`src/rtl/seg_scan_ctrl_if.sv`:
```
// rtl/seg_scan_ctrl_if.sv - write handshake port of the seven-segment scan controller
interface seg_scan_ctrl_if;
    logic        WR_VALID;
    logic [15:0] WR_DATA;
    logic        WR_READY;

    modport master (output WR_VALID, output WR_DATA, input WR_READY);
    modport slave  (input WR_VALID, input WR_DATA, output WR_READY);
endinterface

```
`src/rtl/seg_scan_ctrl.sv`:
```
// rtl/seg_scan_ctrl.sv - four-digit seven-segment scan scheduler with frame-synchronous updates
module seg_scan_ctrl #(
    parameter int SCAN_DIV     = 12000,
    parameter int BLANK_CYCLES = 600
) (
    input  logic           CLK,
    input  logic           RST,
    seg_scan_ctrl_if.slave wr,
    input  logic [3:0]     DIGIT_EN,
    output logic [6:0]     SEG,
    output logic [3:0]     COMM,
    output logic           FRAME_TICK
);
    localparam int CW = (SCAN_DIV > 1) ? $clog2(SCAN_DIV) : 1;
    localparam logic [CW-1:0] CNT_LAST  = CW'(SCAN_DIV - 1);
    localparam logic [CW-1:0] CNT_BLANK = CW'(BLANK_CYCLES);

    logic [CW-1:0] cnt;
    logic [1:0]    dig;
    logic [15:0]   disp_reg;
    logic [15:0]   pend_reg;
    logic          pend;

    logic          slot_end;
    logic          frame_end;
    logic          accept;
    logic          lit;
    logic [3:0]    nibble;

    function automatic logic [6:0] hexdec(input logic [3:0] h);
        case (h)
            4'h0: hexdec = 7'h3F;
            4'h1: hexdec = 7'h06;
            4'h2: hexdec = 7'h5B;
            4'h3: hexdec = 7'h4F;
            4'h4: hexdec = 7'h66;
            4'h5: hexdec = 7'h6D;
            4'h6: hexdec = 7'h7D;
            4'h7: hexdec = 7'h07;
            4'h8: hexdec = 7'h7F;
            4'h9: hexdec = 7'h6F;
            4'hA: hexdec = 7'h77;
            4'hB: hexdec = 7'h7C;
            4'hC: hexdec = 7'h39;
            4'hD: hexdec = 7'h5E;
            4'hE: hexdec = 7'h79;
            default: hexdec = 7'h71;
        endcase
    endfunction

    assign slot_end    = (cnt == CNT_LAST);
    assign frame_end   = slot_end && (dig == 2'd3);
    assign accept      = wr.WR_VALID && !pend;
    assign lit         = (cnt >= CNT_BLANK) && DIGIT_EN[dig];
    assign nibble      = disp_reg[{dig, 2'b00} +: 4];
    assign wr.WR_READY = ~pend;

    always_ff @(posedge CLK) begin
        if (RST) begin
            cnt        <= '0;
            dig        <= 2'd0;
            disp_reg   <= 16'h0000;
            pend_reg   <= 16'h0000;
            pend       <= 1'b0;
            SEG        <= 7'h00;
            COMM       <= 4'b1111;
            FRAME_TICK <= 1'b0;
        end else begin
            if (slot_end) begin
                cnt <= '0;
                dig <= dig + 2'd1;
            end else begin
                cnt <= cnt + 1'b1;
            end

            SEG        <= lit ? hexdec(nibble) : 7'h00;
            COMM       <= lit ? ~(4'b0001 << dig) : 4'b1111;
            FRAME_TICK <= frame_end;

            // A write landing on the boundary sees pend==0 there, so it waits a full frame.
            if (frame_end && pend) begin
                disp_reg <= pend_reg;
                pend     <= 1'b0;
            end else if (accept) begin
                pend_reg <= wr.WR_DATA;
                pend     <= 1'b1;
            end
        end
    end
endmodule

```
`src/flat_wrapper.sv`:
```
// flat-port wrapper written by rule: the top's interface ports become plain ports
module seg_scan_ctrl_flat 
#(
    parameter int SCAN_DIV     = 12000,
    parameter int BLANK_CYCLES = 600
)
  (CLK, RST, DIGIT_EN, SEG, COMM, FRAME_TICK, wr_WR_VALID, wr_WR_DATA, wr_WR_READY);
  seg_scan_ctrl_if wr_i ();
  input  logic CLK;
  input  logic RST;
  input  logic [3:0] DIGIT_EN;
  output logic [6:0] SEG;
  output logic [3:0] COMM;
  output logic FRAME_TICK;
  input wire logic [$bits(wr_i.WR_VALID)-1:0] wr_WR_VALID;
  input wire logic [$bits(wr_i.WR_DATA)-1:0] wr_WR_DATA;
  output wire logic [$bits(wr_i.WR_READY)-1:0] wr_WR_READY;
  assign wr_i.WR_VALID = wr_WR_VALID;
  assign wr_i.WR_DATA = wr_WR_DATA;
  assign wr_WR_READY = wr_i.WR_READY;
  seg_scan_ctrl #(.SCAN_DIV(SCAN_DIV), .BLANK_CYCLES(BLANK_CYCLES)) u_core (.CLK(CLK), .RST(RST), .wr(wr_i), .DIGIT_EN(DIGIT_EN), .SEG(SEG), .COMM(COMM), .FRAME_TICK(FRAME_TICK));
endmodule
```
`config.mk`:
```
export PLATFORM = sky130hd
export DESIGN_NAME = seg_scan_ctrl_flat
export DESIGN_NICKNAME = d
export VERILOG_FILES = /design/src/rtl/seg_scan_ctrl_if.sv /design/src/rtl/seg_scan_ctrl.sv /design/src/flat_wrapper.sv
export SDC_FILE = /design/constraint.sdc
export NUM_CORES = 1
export LEC_CHECK = 0
export BUFFER_PORTS_ARGS = -buffer_cell sky130_fd_sc_hd__buf_2
export CORE_ASPECT_RATIO = 1.2
export CORE_MARGIN = 2
export CORE_UTILIZATION = 50
export CTS_CLUSTER_DIAMETER = 40
export CTS_CLUSTER_SIZE = 20
export DETAILED_ROUTE_END_ITERATION = 7
export PLACE_DENSITY = 0.71
export SETUP_SLACK_MARGIN = 0.15
export SLEW_MARGIN = 20
export SYNTH_ARGS = -nofsm -noshare
export SYNTH_HDL_FRONTEND = slang
export SYNTH_SLANG_ARGS = --single-unit
```
`constraint.sdc`:
```
create_clock -name CLK -period 6.65 [get_ports CLK]
set_input_delay 1.33 -clock CLK [delete_from_list [all_inputs] [get_ports CLK]]
set_output_delay 1.33 -clock CLK [all_outputs]
set_load 0.02 [all_outputs]
```
==> results.toml, run 1 <==
[run_status]
status = "finished, final reports clean"

[die]
dieArea_um2 = 6112
start_util_pct = 51.91
fp.dieH_um = 85.24
row_count = 29
pin_count = 36
die_w_um = 71.70
core_um2 = 5298

[sta]
tightest_slew_ns = 0.9370
setup_ws_ns = 4.113
slew_headroom_pct = 37.40
whs_ns = 0.4491
min_period_ns = 2.537
timing.setup.tns_ns = 0
maxSlewViolCount = 0
rsz0062_at_grt = "false"
setup_violations = 0
hold_violations = 0
timing.fmax_mhz = 394.1
finClkSkew_ns = 0.006431
period_share_pct = 38.16

[drt]
drc = 0
wire_per_inst_um = 12.52
via_count = 2082
drt-pass1-iter-count = 4
drt_wl_total_um = 5009
viasPerCell = 5.205
ant_nets = 0
drt-initial-drc-count = 106

[final_layout]
post-route-util_pct = 57.86
nFillCells = 513
stdcell_count = 400
nNetsFinal = 369
diodes = 0
largest_register_ffs = 17
drive_gt1_share_pct = 23.37
final_area_um2 = 3065
areaGrowthSynthToFinish_pct = 11.46

[critical_path]
slowest_delay_ns = 0.71
crit_required_ns = 6.87
criticalPathCategory = "reg -> reg"
slowest_stage = "dfxtp_1"
cp-start-kind = "flop"
worst-path-buf-inv = 1
arrival_ns = 2.76
crit_fanout = 13
critPathTopFamily = "multiplexers"
timing.critical_path.mode_cell = "a21oi_1"
crit_chain = "mux4_2, inv_1, ha_1, mux2i_1, a21oi_1, a21oi_1, o21a_1"
endpoint_kind = "flop"

[synthesis]
synth_top_cell_by_area = "dfxtp_1"
yosysSeqAreaShare_pct = 44.40
synth.avg_cell_area_um2 = 9.137
synth_ff_type = "dfxtp_1"
synth_area_um2 = 2750
syn-num-nets = 337
yosysMostFrequentCell = "nand2_1"
ys_seq_elements = 61
ys_top_cells_by_area = "dfxtp_1, nand2_1, ha_1"
netlist_instances = 301
async_reset_ff_share_pct = 0
synth.distinct_cells = 43
yosysWarnings = 0
synth-edff-count = 0
synth_common_cells = "nand2_1, dfxtp_1, a21oi_1"
synth_top_area_share_pct = 44.40

[global_routing]
grt_pass1_vias = 1988
antenna_found_initial = 0
grt_pass1_wl_um = 8776
grt_overflow = 0
grt_max_degree = 41
grtUsageTotal_pct = 18.47

[place]
pre_cts_ws_ns = 3.957
place_inst = 384
dp_hpwl_um = 3485
portBuffers = 35
placed_cell_area_um2 = 2894
globalplace.congestion = 0.7697

[clock_network]
clockRootBuffer = "clkbuf_8"
cts_sinks = 61
cts_setup_buffers = 0
clock_latency_ns = 0.33
clockBufferDepth = 2
path_clk_slew_ns = 0.06
cts_hold_buf = 0
cts_tree = "built"
post_cts_resized = 0
htreeDepth = 3
numCtsBuffers = 9

[power_and_ir_drop]
p_per_area_nw_per_um2 = 225.9
finalPower_uw = 692.3
peakVddDrop_mv = 0.1253
power.leakage_nw = 1.206

[job]
max_cap_viol_count = 0

[hold_path]
min_path_type = "reg -> reg"
worst reg2reg max path, stage by stage (launching register included):
cell and delay (ns):
dfxtp_1 0.71, mux4_2 0.67, inv_1 0.16, ha_1 0.31
mux2i_1 0.10, a21oi_1 0.17, a21oi_1 0.09, o21a_1 0.21
worst paths after layout:
check | startpoint | to | cells past startpoint | slack (ns)
setup / recovery | u_core.dig[0]$_SDFFE_PP0P_ | u_core.SEG[0]$_SDFF_PP0_ | 7 | 4.11
hold / removal | u_core.disp_reg[3]$_SDFFE_PP0P_ | u_core.disp_reg[3]$_SDFFE_PP0P_ | 2 | 0.45
setup reg to reg | u_core.dig[0]$_SDFFE_PP0P_ | u_core.SEG[0]$_SDFF_PP0_ | 7 | 4.11
hold reg to reg | u_core.disp_reg[3]$_SDFFE_PP0P_ | u_core.disp_reg[3]$_SDFFE_PP0P_ | 2 | 0.45
where the power goes:
group          internal, mW  switching (mW)
sequential            0.373         0.00551
combinational        0.0112          0.0168
clock                 0.156           0.130
layout by cell type (no fill, tap or decap), types with 2 or more instances in the layout:
master and n:
mux2i_1 8, a221oi_1 2, clkbuf_8 11, xnor2_1 6, a21oi_1 28, nand2_2 9
nor2b_1 2, nand3_1 8, clkbuf_1 4, nor4_1 2, mux2_2 3, o21a_1 2
mux4_2 3, inv_1 10, and3_1 2, nand2_1 66, buf_2 35, a21oi_2 9
dfxtp_1 61, or2_2 2, nor2_1 21, nor3_1 4, ha_1 13, xor2_1 7
nor3b_1 2, o221a_2 2
per-layer routing:
layer	up-vias	GRT usage (%)	routed length, um
met5	-	0	0
met4	0	9.777	109
met3	11	6.176	271
met2	45	29.55	2328
met1	948	21.76	2298
li1	1078	-	-
cell families (layout without fill, tap and decap cells):
group,after synthesis,count (layout),share of synthesized area [%]
xor+xnor,13,13,4.140
fa+ha+maj,13,13,5.915
mux,14,14,6.597
simple gates,124,124,20.84
buf+inv,24,61,5.323
flops,61,61,44.40
compound gates,52,52,12.78
cell type report:
type	count	area, um2	share of cell area (%)
clock buffer	15	166.4	5.429
clock inverter	1	5.005	0.1633
multi-input combinational	216	1383	45.10
tap	62	77.57	2.531
inverter	10	37.54	1.224
timing repair buffer	35	175.2	5.714
sequential	61	1221	39.84
Power figures use the tool's default switching activity.
==> inputs of run 2 (changes only) <==
--- a/config.mk
+++ b/config.mk
@@ -12,7 +12,7 @@
 export CTS_CLUSTER_DIAMETER = 40
 export CTS_CLUSTER_SIZE = 20
 export DETAILED_ROUTE_END_ITERATION = 7
-export PLACE_DENSITY = 0.71
+export PLACE_DENSITY = 0.73
 export SETUP_SLACK_MARGIN = 0.15
 export SLEW_MARGIN = 20
 export SYNTH_ARGS = -nofsm -noshare
==> constraint.sdc (replaced) <==
create_clock -name CLK -period 2.3 [get_ports CLK]
set_input_delay 0.46 -clock CLK [delete_from_list [all_inputs] [get_ports CLK]]
set_output_delay 0.46 -clock CLK [all_outputs]
set_load 0.02 [all_outputs]
==> run 2 against run 1 <==
Compared with the run above: fmax is 25% higher; total power rose to 3.0 times the previous value; highest routed layer unchanged; critical path type unchanged; sequential share of layout area fell by 1.0 points.
==> results.toml, run 2 (synthesis gave the netlist of run 1 again) <==
[critical_path]
slowest_stage = "mux4_2"
reg2reg_setup_slack_ns = 0.28
arrival_ns = 2.26
endpoint_kind = "flop"
crit_chain = "mux4_2, inv_1, ha_2, mux2i_1, a21oi_1, a21oi_1, o21a_1"
timing.critical_path.mode_cell = "a21oi_1"
r2r_cells = 7
slowest_delay_ns = 0.59
r2r_end = "u_core.SEG[0]$_SDFF_PP0_"
cp-start-kind = "flop"
criticalPathCategory = "reg -> reg"
crit_fanout = 7
reg2reg_from = "u_core.dig[0]$_SDFFE_PP0P_"
crit_required_ns = 2.53

[clock_network]
clock_latency_ns = 0.34
path_clk_slew_ns = 0.07
cts_hold_buf = 0
numCtsBuffers = 9
cts_sinks = 61
htreeDepth = 3
cts_tree = "built"
clockBufferDepth = 2
clockRootBuffer = "clkbuf_8"

[drt]
drt-initial-drc-count = 114
via_count = 2110
viasPerCell = 5.172
ant_nets = 0
wire_per_inst_um = 12.10
drc = 0
drt_wl_total_um = 4935
drt-pass1-iter-count = 5

[final_layout]
final_common_cell = "nand2_1"
areaGrowthSynthToFinish_pct = 14.47
drive_gt1_share_pct = 26.30
layout_common_cells = "nand2_1, dfxtp_1, buf_2, a21oi_1, nor2_1"
largest_register_ffs = 17
nNetsFinal = 377
diodes = 0

[die]
die_w_um = 71.70
dieArea_um2 = 6112
pin_count = 36
fp.dieH_um = 85.24
start_util_pct = 51.91
row_count = 29
core_um2 = 5298

[sta]
min_period_ns = 2.025
setup_violations = 0
setup_ws_ns = 0.2754
finClkSkew_ns = 0.009835
rsz0062_at_grt = "false"
period_share_pct = 88.03
tightest_slew_ns = 1.009
hold_violations = 0
slew_headroom_pct = 32.62
timing.setup.tns_ns = 0
maxSlewViolCount = 0
timing.fmax_mhz = 493.9

[hold_path]
min_path_type = "in -> reg"
min-delay-start = "wr_WR_DATA[1]"
hold_end = "u_core.pend_reg[1]$_SDFFE_PP0P_"
holdPathStages = 3

[global_routing]
grt_pass1_vias = 1962
grt_overflow = 0
grt_pass1_wl_um = 8452
grtUsageTotal_pct = 17.84
grt_max_degree = 39
antenna_found_initial = 0

[power_and_ir_drop]
power.leakage_nw = 1.249
finalPower_mw = 2.091
peakVddDrop_mv = 0.3616
p_per_area_nw_per_um2 = 664.3

[place]
dp_hpwl_um = 3536
pre_cts_ws_ns = 0.2341
globalplace.congestion = 0.8296
portBuffers = 35

[job]
max_cap_viol_count = 0

[run_status]
status = "finished, final reports clean"
-- run 2: cell types whose count changed in the layout (fill, tap and decap cells not counted), sizes merged --
cell and change:
buf +8, clkinv +2, clkbuf -5, bufinv +1, clkinvlp +2
-- run 2: through the flow --
stage	std cells	util, %	area, um2	hold WS (ns)
floorplan	301	-	2750	0.4284
global placement	391	55.62	2947	0.4400
detailed placement	391	55.62	2947	0.4448
CTS	407	59.23	3138	0.3381
global route	408	59.42	3148	0.3517
finish	408	59.42	3148	0.3504
-- run 2: power by group --
part	switching (mW)	total, mW	internal (mW)	leakage [nW]
logic	0.0490	0.0827	0.0336	0.662
registers	0.0154	1.09	1.08	0.495
clock network	0.418	0.915	0.498	0.0923
-- run 2: repair_timing --
item,4_1_cts,5_1_grt
gates resized for setup,0,1
endpoints found under the setup margin,0,17
setup buffers,0,1
-- run 2: area by class of cell --
class	instances	area (um2)
Fill cell	475	2150
Sequential cell	61	1221
Tap cell	62	77.57
Inverter	10	37.54
Timing Repair Buffer	43	235.2
Clock inverter	6	63.81
Clock buffer	10	127.6
Multi-Input combinational cell	216	1385
-- run 2: how the worst max path moves through the flow --
stage / start / end / slack [ns]
after floorplan: u_core.dig[0]$_SDFFE_PP0P_ / u_core.SEG[0]$_SDFF_PP0_ / 0.17
after global placement: u_core.cnt[0]$_SDFF_PP0_ / u_core.disp_reg[2]$_SDFFE_PP0P_ / 0.30
after detailed placement: u_core.dig[0]$_SDFFE_PP0P_ / u_core.SEG[0]$_SDFF_PP0_ / 0.23
after CTS: u_core.dig[0]$_SDFFE_PP0P_ / u_core.SEG[0]$_SDFF_PP0_ / 0.22
after global routing: u_core.cnt[5]$_SDFF_PP0_ / u_core.disp_reg[5]$_SDFFE_PP0P_ / 0.13
final: u_core.dig[0]$_SDFFE_PP0P_ / u_core.SEG[0]$_SDFF_PP0_ / 0.28
-- run 2: routing by layer --
metal  part of all wire [%]  wire length, um  vias to the layer above  GRT usage [%]
met5                      0                0                        -              0
met4                    1.6               80                        0          9.262
met3                    4.8              238                        8          4.988
met2                     48             2358                       46          29.63
met1                     46             2258                      963          20.75
li1                       -                -                     1093              -
-- run 2: worst max-delay path, delay by kind of cell, from the launching register on --
| family | cells | cell delay (ns) |
|---|---|---|
| adder cells (fa/ha/maj) | 1 | 0.26 |
| multiplexers | 2 | 0.68 |
| flip-flops | 1 | 0.43 |
| buffers and inverters | 1 | 0.14 |
| AO/OA/AOI/OAI | 3 | 0.41 |
==> inputs of run 3 (changes only) <==
==> constraint.sdc (replaced) <==
create_clock -name CLK -period 2.3 [get_ports CLK]
set_input_delay 0.69 -clock CLK [delete_from_list [all_inputs] [get_ports CLK]]
set_output_delay 0.69 -clock CLK [all_outputs]
set_load 0.02 [all_outputs]
==> run 3 against run 2 <==
Compared with the run above: combinational power barely moved; setup slack got worse by 0.017 ns; clock-buffer cell count rose by 4; global-route usage rose by 0.53 points; register-to-register slack got worse by 0.02 ns; final cell count fell by 0.25%; clock skew fell by 0.0047 ns; critical endpoint unchanged.
==> results.toml, run 3 (synthesis gave the netlist of run 1 again) <==
[drt]
drt-initial-drc-count = 126
viasPerCell = 5.238
ant_nets = 0
via_count = 2132
drt-pass1-iter-count = 4
drc = 0
drt_wl_total_um = 5122
wire_per_inst_um = 12.58

[sta]
setup_ws_ns = 0.2581
slew_headroom_pct = 32.17
maxSlewViolCount = 0
tightest_slew_ns = 1.015
timing.setup.tns_ns = 0
rsz0062_at_grt = "false"
min_period_ns = 2.042
finClkSkew_ns = 0.005086
hold_violations = 0
setup_violations = 0
period_share_pct = 88.78
whs_ns = 0.4560
timing.fmax_mhz = 489.7

[clock_network]
clockRootBuffer = "clkbuf_8"
cts_sinks = 61
cts_tree = "built"
cts_hold_buf = 0
clock_latency_ns = 0.34
numCtsBuffers = 9
clockBufferDepth = 2
path_clk_slew_ns = 0.06
htreeDepth = 3
cts_setup_buffers = 0

[global_routing]
met3_usage_pct = 6.057
grt_overflow = 0
grtUsageTotal_pct = 18.36
grt_pass1_wl_um = 8742
antenna_found_initial = 0
grt_pass1_vias = 1991
busiest_layer = "met2"
grtUsageMet2_pct = 29.71
use_met1_pct = 22.41
grt_max_degree = 38

[die]
fp.dieH_um = 85.24
die_w_um = 71.70
dieArea_um2 = 6112
pin_count = 36
row_count = 29
start_util_pct = 51.91
core_um2 = 5298

[power_and_ir_drop]
finalPower_mw = 2.034
peakVddDrop_mv = 0.3414
power.leakage_nw = 1.250
p_per_area_nw_per_um2 = 648.7

[critical_path]
r2r_cells = 7
criticalPathCategory = "reg -> reg"
critPathTopFamily = "multiplexers"
timing.critical_path.mode_cell = "a21oi_1"
slowest_delay_ns = 0.59
path_depth = 7
crit_required_ns = 2.53
endpoint_kind = "flop"
crit_chain = "mux4_2, inv_1, ha_2, mux2i_1, a21oi_1, a21oi_1, o21a_1"
arrival_ns = 2.27
crit_fanout = 7
cp-start-kind = "flop"
worst-path-buf-inv = 1
slowest_stage = "mux4_2"

[place]
pre_cts_ws_ns = 0.1229
globalplace.congestion = 0.7899
dp_hpwl_um = 3608
place_inst = 392
portBuffers = 35
placed_cell_area_um2 = 2954

[final_layout]
layout_common_cells = "nand2_1, dfxtp_1, buf_2, a21oi_1, nor2_1"
diodes = 0
stdcell_count = 407
largest_register_ffs = 17
nNetsFinal = 377
areaGrowthSynthToFinish_pct = 14.01
post-route-util_pct = 59.19
final_common_cell = "nand2_1"
drive_gt1_share_pct = 26.09
final_area_um2 = 3136

[job]
max_cap_viol_count = 0

[hold_path]
holdPathStages = 2
min_path_type = "reg -> reg"

[run_status]
status = "finished, final reports clean"
run 3: timing repair:
action                                  in CTS  in global routing
endpoints found under the hold margin        0                  0
resized for setup                            1                  1
endpoints found under the setup margin       1                  5
run 3: final cells by class:
class                      instances  area [um2]
multi-input combinational        216        1385
tap                               62       77.57
clock inverter                     1       5.005
clock buffer                      14       172.7
fill                             486        2162
timing repair buffer              43       235.2
inverter                          10       37.54
sequential                        61        1222
run 3: path summary, 6_finish.rpt:
path,start,slack (ns),end
setup / recovery,u_core.dig[0]$_SDFFE_PP0P_,0.26,u_core.SEG[0]$_SDFF_PP0_
hold / removal,u_core.disp_reg[5]$_SDFFE_PP0P_,0.46,u_core.disp_reg[5]$_SDFFE_PP0P_
setup reg to reg,u_core.dig[0]$_SDFFE_PP0P_,0.26,u_core.SEG[0]$_SDFF_PP0_
hold reg to reg,u_core.disp_reg[5]$_SDFFE_PP0P_,0.46,u_core.disp_reg[5]$_SDFFE_PP0P_
run 3: tightest hold or removal path: stages, from the launching register on:
cell and delay (ns):
dfxtp_1 0.31, nand2_1 0.05, a21oi_1 0.05
run 3: report_power, final:
part / switching (mW) / internal (mW) / leakage (nW)
clock: 0.384 / 0.473 / 0.0926
combinational: 0.0496 / 0.0334 / 0.662
sequential: 0.0155 / 1.08 / 0.495
run 3: routing by layer:
metal	part of all wire, %	vias to the layer above
met3	5.1	6
met2	48	54
met4	1.5	0
met5	0	-
met1	46	978
li1	-	1094
